`config.mk`:
```
export PLATFORM = sky130hd
export DESIGN_NAME = imm_compress_flat
export DESIGN_NICKNAME = d
export VERILOG_FILES = /design/src/rtl/ext_pkg.sv /design/src/rtl/imm_compress_if.sv /design/src/rtl/imm_fit_check.sv /design/src/rtl/imm_compress.sv /design/src/flat_wrapper.sv
export SDC_FILE = /design/constraint.sdc
export NUM_CORES = 1
export LEC_CHECK = 0
export CORE_MARGIN = 2
export CORE_UTILIZATION = 25
export CTS_CLUSTER_DIAMETER = 120
export DETAILED_ROUTE_END_ITERATION = 8
export DONT_BUFFER_PORTS = 1
export PLACE_DENSITY = 0.43
export SYNTH_ARGS = -nofsm -noshare
export SYNTH_HDL_FRONTEND = slang
export SYNTH_HIERARCHICAL = 1
export SYNTH_SLANG_ARGS = --single-unit
```
`constraint.sdc`:
```
create_clock -name clk -period 2.96 [get_ports clk]
set_input_delay 0.296 -clock clk [delete_from_list [all_inputs] [get_ports clk]]
set_output_delay 0.296 -clock clk [all_outputs]
set_load 0.01 [all_outputs]
```
`src/rtl/ext_pkg.sv`:
```
// Shared encodings for the immediate compressor.
// Extension-mode constants and FSM state encoding.
package ext_pkg;

  typedef enum logic [1:0] {
    EOP_SEXT = 2'd0,
    EOP_ZEXT = 2'd1,
    EOP_HI   = 2'd2,
    EOP_SH2  = 2'd3
  } eop_e;

  typedef enum logic [1:0] {
    S_IDLE = 2'd0,
    S_TRY  = 2'd1,
    S_DONE = 2'd2
  } state_e;

  localparam logic [1:0] LAST_MODE = EOP_SH2;

endpackage

```
`src/rtl/imm_compress_if.sv`:
```
// Request/response bundle of the immediate compressor.
// master drives requests, slave returns the encoding.
interface imm_compress_if;
  logic        start;
  logic [31:0] value;
  logic        busy;
  logic        done;
  logic        ok;
  logic [15:0] imm;
  logic [1:0]  EOp;

  modport master (
    output start, value,
    input  busy, done, ok, imm, EOp
  );

  modport slave (
    input  start, value,
    output busy, done, ok, imm, EOp
  );
endinterface

```
`src/rtl/imm_fit_check.sv`:
```
// Combinational test: does value fit extension mode,
// and which 16-bit immediate would reproduce it.
module imm_fit_check
  import ext_pkg::*;
(
  input  logic [31:0] value,
  input  logic [1:0]  mode,
  output logic        fit,
  output logic [15:0] imm
);

  logic sx_lo;
  logic sx_sh;

  // all-equal upper runs: all ones or all zeros
  assign sx_lo = (&value[31:15]) | ~(|value[31:15]);
  assign sx_sh = (&value[31:17]) | ~(|value[31:17]);

  always_comb begin
    fit = 1'b0;
    imm = 16'h0000;
    unique case (mode)
      EOP_SEXT: begin
        fit = sx_lo;
        imm = value[15:0];
      end
      EOP_ZEXT: begin
        fit = ~(|value[31:16]);
        imm = value[15:0];
      end
      EOP_HI: begin
        fit = ~(|value[15:0]);
        imm = value[31:16];
      end
      EOP_SH2: begin
        fit = ~(|value[1:0]) & sx_sh;
        imm = value[17:2];
      end
      default: begin
        fit = 1'b0;
        imm = 16'h0000;
      end
    endcase
  end

endmodule

```
`src/rtl/imm_compress.sv`:
```
// Sequential search for the lowest extension mode
// that encodes a 32-bit word as a 16-bit immediate.
module imm_compress
  import ext_pkg::*;
(
  input  logic          clk,
  input  logic          reset,
  imm_compress_if.slave bus
);

  state_e      state_q, state_d;
  logic [1:0]  mode_q, mode_d;
  logic [31:0] val_q, val_d;
  logic        ok_q, ok_d;
  logic [15:0] imm_q, imm_d;
  logic [1:0]  eop_q, eop_d;

  logic        fit;
  logic [15:0] fit_imm;

  imm_fit_check u_fit (
    .value (val_q),
    .mode  (mode_q),
    .fit   (fit),
    .imm   (fit_imm)
  );

  always_ff @(posedge clk) begin
    if (reset) begin
      state_q <= S_IDLE;
      mode_q  <= 2'd0;
      val_q   <= 32'h0;
      ok_q    <= 1'b0;
      imm_q   <= 16'h0;
      eop_q   <= 2'd0;
    end else begin
      state_q <= state_d;
      mode_q  <= mode_d;
      val_q   <= val_d;
      ok_q    <= ok_d;
      imm_q   <= imm_d;
      eop_q   <= eop_d;
    end
  end

  always_comb begin
    state_d = state_q;
    mode_d  = mode_q;
    val_d   = val_q;
    ok_d    = ok_q;
    imm_d   = imm_q;
    eop_d   = eop_q;
    unique case (state_q)
      S_IDLE: begin
        if (bus.start) begin
          val_d   = bus.value;
          mode_d  = 2'd0;
          state_d = S_TRY;
        end
      end
      S_TRY: begin
        if (fit) begin
          imm_d   = fit_imm;
          eop_d   = mode_q;
          ok_d    = 1'b1;
          state_d = S_DONE;
        end else if (mode_q == LAST_MODE) begin
          imm_d   = 16'h0;
          eop_d   = 2'd0;
          ok_d    = 1'b0;
          state_d = S_DONE;
        end else begin
          mode_d = mode_q + 2'd1;
        end
      end
      S_DONE: state_d = S_IDLE;
      default: state_d = S_IDLE;
    endcase
  end

  assign bus.busy = (state_q == S_TRY);
  assign bus.done = (state_q == S_DONE);
  assign bus.ok   = ok_q;
  assign bus.imm  = imm_q;
  assign bus.EOp  = eop_q;

endmodule

```
`src/flat_wrapper.sv`:
```
// flat-port wrapper written by rule: the top's interface ports become plain ports
module imm_compress_flat import ext_pkg::*;
  (clk, reset, bus_start, bus_value, bus_busy, bus_done, bus_ok, bus_imm, bus_EOp);
  imm_compress_if bus_i ();
  input  logic clk;
  input  logic reset;
  input wire logic [$bits(bus_i.start)-1:0] bus_start;
  input wire logic [$bits(bus_i.value)-1:0] bus_value;
  output wire logic [$bits(bus_i.busy)-1:0] bus_busy;
  output wire logic [$bits(bus_i.done)-1:0] bus_done;
  output wire logic [$bits(bus_i.ok)-1:0] bus_ok;
  output wire logic [$bits(bus_i.imm)-1:0] bus_imm;
  output wire logic [$bits(bus_i.EOp)-1:0] bus_EOp;
  assign bus_i.start = bus_start;
  assign bus_i.value = bus_value;
  assign bus_busy = bus_i.busy;
  assign bus_done = bus_i.done;
  assign bus_ok = bus_i.ok;
  assign bus_imm = bus_i.imm;
  assign bus_EOp = bus_i.EOp;
  imm_compress u_core (.clk(clk), .reset(reset), .bus(bus_i));
endmodule
```
# [Yosys cells after proc, flatten, opt, wreduce, memory -nomap -nowiden]
# Index checks and enable logic that the tools add are counted.
# Widths: inputs -> output; s select.
[op_classes] n_addsub=1 n_eq_ne=9 muxes=16 bitwise_logic=8 reduce_logical=16
[op_table] operator="$pmux 16 s3" count=1
[op_table] operator="$mux 16" count=2
[op_table] operator="$reduce_or 16->1" count=2
[op_table] operator="$reduce_and 17->1" count=1
[op_table] operator="$reduce_or 17->1" count=1
[op_table] operator="$mux 2" count=8
[op_table] operator="$reduce_and 15->1" count=1
[op_table] operator="$reduce_or 15->1" count=1
[op_table] operator="$pmux 2 s2" count=2
[op_table] operator="$eq 2x2->1 const B" count=3
[op_table] operator="$ne 2x2->1 const B" count=3
[op_table] operator="$reduce_and 2->1" count=3
[op_table] operator="$not 1->1" count=5
[op_table] operator="$eq 2x1->1 const B" count=2
[op_table] operator="$logic_not 2->1" count=2
[op_table] operator="$pmux 1 s4" count=1
[op_table] operator="$reduce_and 4->1" count=1
[op_table] operator="$reduce_bool 2->1" count=2
[op_table] operator="$reduce_or 2->1" count=2
[op_table] operator="$ne 3x1->1 const B" count=1
[op_table] operator="$add 2x1->2 const B" count=1
[op_table] operator="$mux 1" count=2
[op_table] operator="$or 1x1->1" count=2
[op_table] operator="$and 1x1->1" count=1
[totals] regBits=55 in_bits=35 elab_cells=56

# [Depth between registers and ports, before layout]
[logic_depth] depth_word=7 depth_mapped=11

# [Hierarchy]
# The synthesis kept the hierarchy.
[by_module_without_submodules] mod="imm_compress" instances=1 cells_per_inst=244 area_per_inst_um2=1955.6 seq_area_each_um2=1101.1
[by_module_without_submodules] mod="imm_fit_check" instances=1 cells_per_inst=79 area_per_inst_um2=478.0 seq_area_each_um2=0.0

# [Worst setup path after synthesis]
# OpenSTA, ideal clock, no wires.
[synth_timing] path_type="register -> register" startpoint="register u_core.val_q[25]" endpoint="register u_core.imm_q[10], in the netlist u_core/bus.imm[10]" setup_ps=70 t_arrival_ps=2058 required_ps=2890 path_slack_ps=831 stages_incl_launch_ff=11 n_path_buf=2 synth_period_minus_slack_ps=2129 cell_sequence="dfxtp_1 nand4_1 or4_1 a21oi_1 a41oi_1 a21oi_1 and3b_1 buf_2 buf_2 nand2_1 a21oi_1"
[synth_between] elab_chain_len=7 elab_cells_between_ends=15
[synth_lines] element="start, declared" line_no="imm_compress.sv:13" text="logic [31:0] val_q, val_d;"
[synth_lines] element="start signal, assigned" line_no="imm_compress.sv:39" text="val_q <= val_d;"
[synth_lines] element="$reduce_or 15->1" line_no="imm_fit_check.sv:17" text="assign sx_sh = (&value[31:17]) | ~(|value[31:17]);"
[synth_lines] element="$not 1->1" line_no="imm_fit_check.sv:17"
[synth_lines] element="$or 1x1->1" line_no="imm_fit_check.sv:17"
[synth_lines] element="$and 1x1->1" line_no="imm_fit_check.sv:36" text="fit = ~(|value[1:0]) & sx_sh;"
[synth_lines] element="$pmux 1 s4 *" line_no="imm_fit_check.sv:22" text="unique case (mode)"
[synth_lines] element="via u_core.fit" line_no="imm_compress.sv:18" text="logic fit;"
[synth_lines] element="$reduce_bool 2->1 (no line)"
[synth_lines] element="$reduce_and 2->1 (no line)"
[synth_lines] element="end signal, assigned" line_no="imm_compress.sv:41" text="imm_q <= imm_d;"
[synth_lines] element="end, declared" line_no="imm_compress.sv:15" text="logic [15:0] imm_q, imm_d;"
# The timed path passes the listed nets; every way through them passes the cells marked *.
# A chain may end at the register's enable or synchronous reset.

# [Worst setup path after layout]
[layout_timing] startpoint="register u_core.val_q[25]" endpoint="register u_core.imm_q[6], in the netlist u_core/bus.imm[6]"
# Same word-level chain as after synthesis.

==> impl_metrics.yaml <==
clock_tree:
  cts_tree: "done"
  clkLatencyLatePin_ns: 0.30
  cts_root_buffer: "clkbuf_8"
  cts_resized: 0
  path_clk_slew_ns: 0.10
  cts_buffer_depth: 2
  numCtsBuffers: 5
  ctsHoldBuffers: 0
  cts_sinks: 55
  cts_setup_buffers: 0
  htreeDepth: 2
finish:
  final_nets: 346
  drive_above_1_share_pct: 4.823
  utilization_pct: 27.52
  n_antenna_cell: 0
  syn_to_final_growth_pct: 8.483
sta:
  skew_ns: 0.006397
  fin_crit_sh_pct: 89.82
  max_slew_margin_pct: 19.24
  period_minus_slack_ns: 2.659
  fmax_ghz: 0.3761
  worst_pin_slew_ns: 1.207
  setup_viol: 0
  rsz0062_at_grt: "no"
  drv_slew: 0
  finalHoldViolCount: 0
  worst_slack_ns: 0.3013
  fin_setup_tns_ns: 0
routing:
  drt-wirelength-per-cell_microns: 15.21
  wl_mm: 6.755
  firstDrtPassIters: 4
  final_antenna_net_count: 0
  drt_iter0_drc: 100
  vias: 2073
  via_per_inst: 4.669
  drcViolationCount: 0
outcome:
  status: "completed"
critical_path:
  critical_path.endpoint_type: "flip-flop"
  path_max_fanout: 18
  crit_required_ns: 3.20
  cp.arrival_ns: 2.90
  worstSetupPathType: "flip-flop to flip-flop"
  startpoint_type: "flip-flop"
logic_synthesis:
  yosysTopAreaCell: "dfxtp_1"
  synth-adder-area-share_pct: 0.5141
  synth-xor-area-share_pct: 0
  synth_area_sq_mm: 0.002434
  async_flop_share_pct: 0
  ys_ff_latch: 55
  ys_types: 24
  synth.area.mux_share_pct: 6.581
  synth_top_area_share_pct: 45.24
  ys_warn_count: 6
  synth_top_family_by_area: "simple AND/OR/NAND/NOR gates"
  synth.most_common_cell: "nand2_1"
  yosys-top-cells-count: "nand2_1 (85), a21oi_1 (72), dfxtp_1 (55)"
  synth_edf_count: 0
  ys_top_cells_by_area: "dfxtp_1 (45%), a21oi_1 (15%), nand2_1 (13%), mux2i_1 (6.6%), o21ai_0 (3.9%)"
  synth_nets: 359
  synth_cells: 323
  synth_ff_type: "dfxtp_1"
  yosys.area_share.simple_pct: 23.96
  syn_area_per_cell_sq_um: 7.534
  ys_seq_area_share_pct: 45.24
  synth_compound_area_share_pct: 19.28
pwr:
  powerDensity_mw_per_mm2: 586.8
  report.power.total_mw: 1.549
  p_leak_nw: 0.8624
  p_seq_share_pct: 54.1
  p_clk_share_pct: 28.9
  p_comb_share_pct: 17.0
  ir_drop_mv: 0.1710
  switchingPower_mw: 0.4603
  p_sw_share_pct: 29.71
  p_int_mw: 1.089
global_routing:
  antenna_found_initial: 0
  grt_first_pass_wirelength_mm: 10.59
  grt_pass1_vias: 1950
  overflow: 0
  grt_start_max_net_pins: 56
  grt_use_total_pct: 12.96
hold_path:
  hold_path.class: "input pin to flip-flop"
floorplanning:
  start_util_pct: 25.37
  fp.dieW_microns: 102.7
  ioPinCount: 56
  die-area_sq_mm: 0.01054
  core_area_sq_mm: 0.009594
  num_rows: 36
  die_y_microns: 102.7
placement:
  place_congestion: 0.7782
  port_buffers: 0
  dp_slack_ns: 0.3012
  hpwl_mm: 4.880
flow_run:
  max_cap_viol_count: 0
-- logic make-up after synthesis --
kind of cell | after synthesis
flip-flops | 55
adder cells (fa/ha/maj) | 1
AND/OR/NAND/NOR | 132
AO/OA/AOI/OAI | 93
multiplexers | 16
buffers and inverters | 26
-- worst max-delay path, stage by stage (launching register included) --
cell and delay [ns]:
dfxtp_1 0.43, nand4_1 0.12, or4_1 0.56, a21oi_1 0.17, a41oi_1 0.06, a21oi_1 0.32
and3b_1 0.61, nand2_1 0.18, a21oi_1 0.14
-- worst paths after layout --
kind / from / endpoint / slack, ns / cells past startpoint
worst max-delay path: u_core/val_q[25] / u_core/bus.imm[6] / 0.30 / 8
worst min-delay path: reset / u_core/bus.imm[11] / 0.05 / 1
worst max register to register: u_core/val_q[25] / u_core/bus.imm[6] / 0.30 / 8
worst min register to register: u_core/val_q[8] / u_core/val_q[8] / 0.48 / 2
-- per-layer routing --
layer	up-vias	track usage [%]	part of all wire [%]
li1	1076	-	-
met1	948	18.70	50
met2	45	19.41	43
met3	4	3.254	6.0
met4	0	3.077	0.62
met5	-	0	0
-- power by group through the flow --
| stage | logic (mW) | registers [mW] | clock network (mW) |
|---|---|---|---|
| 6_report | 0.263 | 0.838 | 0.448 |
| 5_1_grt | 0.297 | 0.846 | 0.492 |
| 4_1_cts | 0.266 | 0.839 | 0.469 |
| 3_5_place_dp | 0.266 | 0.856 | 0 |
| 3_3_place_gp | 0.263 | 0.856 | 0 |
| 2_1_floorplan | 0.220 | 0.837 | 0 |
-- registers in the layout, indices dropped and copies added, names as in the netlist --
signal,flops
u_core/val_q,32
u_core/bus.imm,16
u_core/bus.EOp,2
u_core/mode_q,2
u_core/state_q,2
u_core/bus.ok,1
-- area by class of cell --
class | count | area, sq um
inverters | 1 | 3.754
clock buffers | 8 | 100.1
fillers | 1095 | 6954
flip-flops and latches | 55 | 1101
well taps | 133 | 166.4
repair buffers | 5 | 37.54
multi-input cells | 242 | 1231
-- layout by cell type (no fill, tap or decap), drive strengths merged, types with 2 or more instances in the layout --
cell    synthesis  routed
nand2          85      85
a21oi          72      72
dfxtp          55      55
o21ai          20      20
nor2           18      18
mux2i          16      16
clkbuf         17       8
nor4            7       7
buf             8       5
nand3           4       4
nand4           4       4
nor3            3       3
nand2b          2       2
or4             2       2
nor3b           2       2
-- through the flow --
stage / instance area, sq um / hold WS [ns] / instances
4_1_cts: 2640 / 0.03830 / 444
5_1_grt: 2640 / 0.03196 / 444
3_3_place_gp: 2540 / 0.3705 / 436
6_report: 2640 / 0.05421 / 444
3_5_place_dp: 2540 / 0.3716 / 436
2_1_floorplan: 2434 / 0.4320 / 323
(Power assumes the default switching activity.)
